==> config.mk <==
export PLATFORM = sky130hd
export DESIGN_NAME = porta_rolante_planta_flat
export DESIGN_NICKNAME = d
export VERILOG_FILES = /design/src/rtl/porta_rolante_planta_if.sv /design/src/rtl/porta_rolante_planta.sv /design/src/flat_wrapper.sv
export SDC_FILE = /design/constraint.sdc
export NUM_CORES = 1
export LEC_CHECK = 0
export CAP_MARGIN = 20
export CORE_MARGIN = 5
export CORE_UTILIZATION = 52
export CTS_CLUSTER_DIAMETER = 30
export DETAILED_ROUTE_END_ITERATION = 16
export HOLD_SLACK_MARGIN = 0.1
export MAX_ROUTING_LAYER = met4
export PLACE_DENSITY_LB_ADDON = 0.3
export SETUP_SLACK_MARGIN = 0.1
export SYNTH_ARGS = -nofsm -noshare
export SYNTH_HDL_FRONTEND = slang
export SYNTH_SLANG_ARGS = --single-unit
==> constraint.sdc <==
create_clock -name clk_2 -period 5.1 [get_ports clk_2]
set_clock_uncertainty 0.05 [all_clocks]
set_input_delay 1.275 -clock clk_2 [delete_from_list [all_inputs] [get_ports clk_2]]
set_output_delay 1.275 -clock clk_2 [all_outputs]
set_load 0.05 [all_outputs]
==> src/rtl/porta_rolante_planta_if.sv <==
// Motor command / sensor bundle between the door controller and the plant.
// PORTA_PLANTA_SENSOR_FAULT_EN adds the inject_fault line.
interface porta_rolante_planta_if #(
  parameter int POS_BITS = 4
);
  logic                motor_abrindo;
  logic                motor_fechando;
  logic                clear_falha;
  logic                em_baixo;
  logic                no_meio;
  logic                em_cima;
  logic [POS_BITS-1:0] pos;
  logic                movendo;
  logic                falha;
`ifdef PORTA_PLANTA_SENSOR_FAULT_EN
  logic                inject_fault;

  modport master (
    output motor_abrindo, motor_fechando,
    output clear_falha, inject_fault,
    input  em_baixo, no_meio, em_cima,
    input  pos, movendo, falha
  );
  modport slave (
    input  motor_abrindo, motor_fechando,
    input  clear_falha, inject_fault,
    output em_baixo, no_meio, em_cima,
    output pos, movendo, falha
  );
`else
  modport master (
    output motor_abrindo, motor_fechando,
    output clear_falha,
    input  em_baixo, no_meio, em_cima,
    input  pos, movendo, falha
  );
  modport slave (
    input  motor_abrindo, motor_fechando,
    input  clear_falha,
    output em_baixo, no_meio, em_cima,
    output pos, movendo, falha
  );
`endif
endinterface

==> src/rtl/porta_rolante_planta.sv <==
// Rolling door plant: integrates position from motor drive, flags faults.
// PORTA_PLANTA_SENSOR_FAULT_EN enables illegal sensor injection.
module porta_rolante_planta #(
  parameter int TRAVEL_TICKS = 8,
  parameter int POS_BITS     = 4,
  parameter int STEP_DIV     = 2,
  parameter int STALL_LIMIT  = 4,
  parameter int INIT_POS     = 0
) (
  input logic                   clk_2,
  input logic                   reset_n,
  porta_rolante_planta_if.slave bus
);
  typedef enum logic [1:0] {
    PARADO, SUBINDO, DESCENDO, FALHA
  } state_t;

  localparam int DW = (STEP_DIV > 1) ? $clog2(STEP_DIV) : 1;
  localparam int SW = (STALL_LIMIT > 1) ? $clog2(STALL_LIMIT) : 1;
  localparam logic [DW-1:0] DIV_MAX = DW'(STEP_DIV - 1);
  localparam logic [SW-1:0] STALL_MAX = SW'(STALL_LIMIT - 1);
  localparam logic [POS_BITS-1:0] TOP = POS_BITS'(TRAVEL_TICKS);
  localparam logic [POS_BITS-1:0] INIT = POS_BITS'(INIT_POS);

  state_t              state;
  state_t              want;
  logic [POS_BITS-1:0] pos;
  logic [DW-1:0]       div_cnt;
  logic [SW-1:0]       stall_cnt;
  logic                falha;
  logic                movendo;
  logic                both;
  logic                at_stop;

  assign both = bus.motor_abrindo & bus.motor_fechando;

  always_comb begin
    want = PARADO;
    unique case (1'b1)
      bus.motor_abrindo && !bus.motor_fechando:
        want = SUBINDO;
      bus.motor_fechando && !bus.motor_abrindo:
        want = DESCENDO;
      default:
        want = PARADO;
    endcase
  end

  assign at_stop =
    (state == SUBINDO && pos == TOP) ||
    (state == DESCENDO && pos == '0);

  always_ff @(posedge clk_2 or negedge reset_n) begin
    if (!reset_n) begin
      state     <= PARADO;
      pos       <= INIT;
      div_cnt   <= '0;
      stall_cnt <= '0;
      falha     <= 1'b0;
      movendo   <= 1'b0;
    end else if (both) begin
      state     <= FALHA;
      falha     <= 1'b1;
      movendo   <= 1'b0;
      div_cnt   <= '0;
      stall_cnt <= '0;
    end else if (state == FALHA) begin
      div_cnt   <= '0;
      stall_cnt <= '0;
      if (bus.clear_falha) begin
        state <= PARADO;
        falha <= 1'b0;
      end
    end else begin
      state     <= want;
      movendo   <= (want != PARADO);
      div_cnt   <= '0;
      stall_cnt <= '0;
      // Only an uninterrupted drive in one direction accumulates.
      if (want == state && state != PARADO) begin
        if (at_stop) begin
          if (stall_cnt == STALL_MAX) begin
            state   <= FALHA;
            falha   <= 1'b1;
            movendo <= 1'b0;
          end else begin
            stall_cnt <= stall_cnt + 1'b1;
          end
        end else if (div_cnt == DIV_MAX) begin
          pos <= (state == SUBINDO) ? pos + 1'b1
                                    : pos - 1'b1;
        end else begin
          div_cnt <= div_cnt + 1'b1;
        end
      end
    end
  end

  always_comb begin
    bus.em_baixo = (pos == '0);
    bus.em_cima  = (pos == TOP);
    bus.no_meio  = (pos != '0) && (pos != TOP);
`ifdef PORTA_PLANTA_SENSOR_FAULT_EN
    if (bus.inject_fault) begin
      bus.em_baixo = 1'b1;
      bus.em_cima  = 1'b1;
      bus.no_meio  = 1'b0;
    end
`endif
  end

  assign bus.pos     = pos;
  assign bus.falha   = falha;
  assign bus.movendo = movendo;
endmodule

==> src/flat_wrapper.sv <==
// flat-port wrapper written by rule: the top's interface ports become plain ports
module porta_rolante_planta_flat 
#(
  parameter int TRAVEL_TICKS = 8,
  parameter int POS_BITS     = 4,
  parameter int STEP_DIV     = 2,
  parameter int STALL_LIMIT  = 4,
  parameter int INIT_POS     = 0
)
  (clk_2, reset_n, bus_motor_abrindo, bus_motor_fechando, bus_clear_falha, bus_em_baixo, bus_no_meio, bus_em_cima, bus_pos, bus_movendo, bus_falha);
  porta_rolante_planta_if #(.POS_BITS(POS_BITS)) bus_i ();
  input logic clk_2;
  input logic reset_n;
  input wire logic [$bits(bus_i.motor_abrindo)-1:0] bus_motor_abrindo;
  input wire logic [$bits(bus_i.motor_fechando)-1:0] bus_motor_fechando;
  input wire logic [$bits(bus_i.clear_falha)-1:0] bus_clear_falha;
  output wire logic [$bits(bus_i.em_baixo)-1:0] bus_em_baixo;
  output wire logic [$bits(bus_i.no_meio)-1:0] bus_no_meio;
  output wire logic [$bits(bus_i.em_cima)-1:0] bus_em_cima;
  output wire logic [$bits(bus_i.pos)-1:0] bus_pos;
  output wire logic [$bits(bus_i.movendo)-1:0] bus_movendo;
  output wire logic [$bits(bus_i.falha)-1:0] bus_falha;
  assign bus_i.motor_abrindo = bus_motor_abrindo;
  assign bus_i.motor_fechando = bus_motor_fechando;
  assign bus_i.clear_falha = bus_clear_falha;
  assign bus_em_baixo = bus_i.em_baixo;
  assign bus_no_meio = bus_i.no_meio;
  assign bus_em_cima = bus_i.em_cima;
  assign bus_pos = bus_i.pos;
  assign bus_movendo = bus_i.movendo;
  assign bus_falha = bus_i.falha;
  porta_rolante_planta #(.TRAVEL_TICKS(TRAVEL_TICKS), .POS_BITS(POS_BITS), .STEP_DIV(STEP_DIV), .STALL_LIMIT(STALL_LIMIT), .INIT_POS(INIT_POS)) u_core (.clk_2(clk_2), .reset_n(reset_n), .bus(bus_i));
endmodule
==> flow_summary.yaml <==
outcome:
  status: "complete, no violations"
clocking:
  cts_sinks: 11
  clk_pin_slew_ns: 0.08
  postCtsHoldBufs: 0
  cts_made_buffers: 3
  cts_resized: 0
  htree_levels: 1
  cts_tree: "built"
  cts_buffer_depth: 2
  clk_latency_ns: 0.27
  clockRootBuffer: "clkbuf_4"
  postCtsSetupRepairBufs: 0
drt:
  viasPerCell: 5.81
  ant_nets: 0
  drc: 0
  drt-initial-drc-count: 23
  num_vias: 575
  routed_wl_um: 1490
  drtPass1Iterations: 4
  wire_per_inst_um: 15.0
power:
  switching_share: 0.464
  p_comb_frac: 0.497
  p_clk_frac: 0.167
  p_per_area_nw_per_um2: 411
  p_sw_w: 0.000168
  total_power_w: 0.000362
  power_frac_seq: 0.336
  p_leak_nw: 0.407
  worst_ir_drop_vdd_mv: 0.227
  p_int_w: 0.000194
layout:
  area_delta_synth_final_pct: 24.8
  fillers: 109
  multiInputGateArea_um2: 412
  fin_nets: 97
  diodes: 0
  design_area_um2: 881
  instances_no_fill: 99
  regArea_um2: 275
  final_cell_mix: "13 x clkdlybuf4s50_1, 11 x dfrtp_1, 6 x ha_1"
  drive_above_1_share: 0.0714
  final_util: 0.685
  layout_commonest_cell: "clkdlybuf4s50_1"
floorplan:
  fp.dieW_um: 46.8
  start_util: 0.549
  core_um2: 1280
  rows: 13
  design.portCount: 14
  dieArea_um2: 2190
  die_h_um: 46.8
critical_path:
  r2r_end: "u_core.bus.pos[3]$_DFFE_PN0P_"
  startpoint_type: "flip-flop"
  crit_path_max_fanout: 6
  timing.rr.start: "u_core.state[1]$_DFFE_PN0N_"
  crit_required_ns: 3.77
  criticalPathCategory: "flip-flop to primary output"
  cp.arrival_ns: 2.06
  crit_end: "bus_em_baixo"
  startpoint: "u_core.bus.pos[0]$_DFFE_PN0P_"
  critical_path.endpoint_type: "primary output"
  reg2reg_depth: 6
  r2r_slack_ns: 2.95
grt:
  grt_max_degree: 12
  first_global_vias: 532
  grtUsageTotal: 0.170
  overflow: 0
  grt_pass1_wl_um: 2490
  grt_antenna_before_repair: 0
yosys:
  avgSynthCellArea_um2: 10.5
  synth-seq-cells: 11
  postSynthCellCount: 67
  synthDistinctLibCells: 33
  ys_warn_count: 0
  syn_area_um2: 706
  ys_seq_area_frac: 0.390
  syn_nets: 79
place:
  port_buffers: 13
  placed_area_um2: 855
  place_congestion: 0.843
  dp_cells: 95
  post-dp-hpwl_um: 1110
sta:
  worstMarginPinSlew_ns: 0.543
  tns_ns: 0
  drv_slew: 0
  layout_worst_path_cycle_share: 0.663
  rsz0062_at_grt: "no"
  relSlewSlack: 0.637
  hold_viol_final: 0
  setup_viol: 0
  fmax_ghz: 0.296
  period_minus_slack_ns: 3.38
job:
  drv_cap: 0
hold_path:
  hp-class: "flip-flop to flip-flop"
  hold_depth: 1
==> registers in the layout, summed over array words and instances (netlist names) <==
register / count
u_core.div_cnt: 1
u_core.bus.movendo: 1
u_core.bus.falha: 1
u_core.state: 2
u_core.stall_cnt: 2
u_core.bus.pos: 4
==> logic make-up (layout without fill, tap and decap cells) <==
family / count (synthesis) / in the layout / share of synthesized area
AOI/OAI and AO/OA: 11 / 11 / 0.113
buffers and inverters: 5 / 22 / 0.0266
muxes: 3 / 3 / 0.0461
and+or+nand+nor: 26 / 26 / 0.239
xor gates and xnor gates: 4 / 4 / 0.0497
DFF: 11 / 11 / 0.390
adders and majority gates: 7 / 7 / 0.135
==> power by group through the flow <==
stage | logic (W) | registers (W) | clock network [W]
after floorplan | 0.0000975 | 0.000148 | 0
after global placement | 0.000178 | 0.000122 | 0
after detailed placement | 0.000179 | 0.000123 | 0
after CTS | 0.000181 | 0.000121 | 0.0000613
after global routing | 0.000193 | 0.000124 | 0.0000684
final | 0.000180 | 0.000122 | 0.0000606
==> worst min-delay path by stage <==
stage                                        from                             to  slack, ns
CTS                 u_core.stall_cnt[0]$_DFF_PN0_  u_core.stall_cnt[0]$_DFF_PN0_       0.40
floorplan           u_core.stall_cnt[0]$_DFF_PN0_  u_core.stall_cnt[0]$_DFF_PN0_       0.36
global placement    u_core.stall_cnt[0]$_DFF_PN0_  u_core.stall_cnt[0]$_DFF_PN0_       0.38
global route        u_core.stall_cnt[0]$_DFF_PN0_  u_core.stall_cnt[0]$_DFF_PN0_       0.41
finish              u_core.stall_cnt[0]$_DFF_PN0_  u_core.stall_cnt[0]$_DFF_PN0_       0.39
detailed placement  u_core.stall_cnt[0]$_DFF_PN0_  u_core.stall_cnt[0]$_DFF_PN0_       0.39
==> synth_stat cells <==
library cell  instances  area, um^2
dfrtp_1              11         275
ha_1                  6        75.1
inv_1                 5        18.8
nor3_1                5        25.0
nor2_1                4        15.0
nand2_1               3        11.3
xor2_1                3        26.3
a22oi_1               2        15.0
mux2_1                2        22.5
nand3_1               2        10.0
nand3b_1              2        15.0
a2111o_1              1        11.3
a21o_1                1        7.51
a21oi_1               1        5.00
a22o_1                1        8.76
a31oi_1               1        6.26
and2_1                1        6.26
and3_1                1        6.26
and4b_1               1        10.0
fa_1                  1        20.0
mux2i_1               1        10.0
nand2b_1              1        6.26
nand4b_1              1        8.76
nand4bb_1             1        11.3
nor2_4                1        11.3
nor3_2                1        10.0
nor3_4                1        16.3
nor4_1                1        6.26
o21a_1                1        7.51
o21ai_1               1        5.00
o21bai_1              1        7.51
o22ai_1               1        6.26
xnor2_1               1        8.76
==> worst max-delay path: stages (launching register included) <==
cell             delay, ns
dfrtp_1               0.47
nor4_1                0.44
clkdlybuf4s50_1       0.88
==> cell type report <==
cell class,count,area share
Multi-Input combinational cell,51,0.467
Sequential cell,11,0.312
Timing Repair Buffer,13,0.148
Clock buffer,4,0.0298
Inverter,5,0.0213
Tap cell,15,0.0213
==> metrics by stage <==
stage	hold slack [ns]	worst slack [ns]
finish	0.393	1.72
global route	0.413	1.59
CTS	0.396	1.68
detailed placement	0.386	1.85
global placement	0.376	1.91
floorplan	0.364	1.49
==> layer usage <==
layer,global-route usage,share of wire,vias up
met4,0.0994,0.010,0
met2,0.244,0.45,30
li1,-,-,282
met3,0.0345,0.086,2
met1,0.220,0.45,261
met5,-,0,-
(Power assumes the default switching activity.)
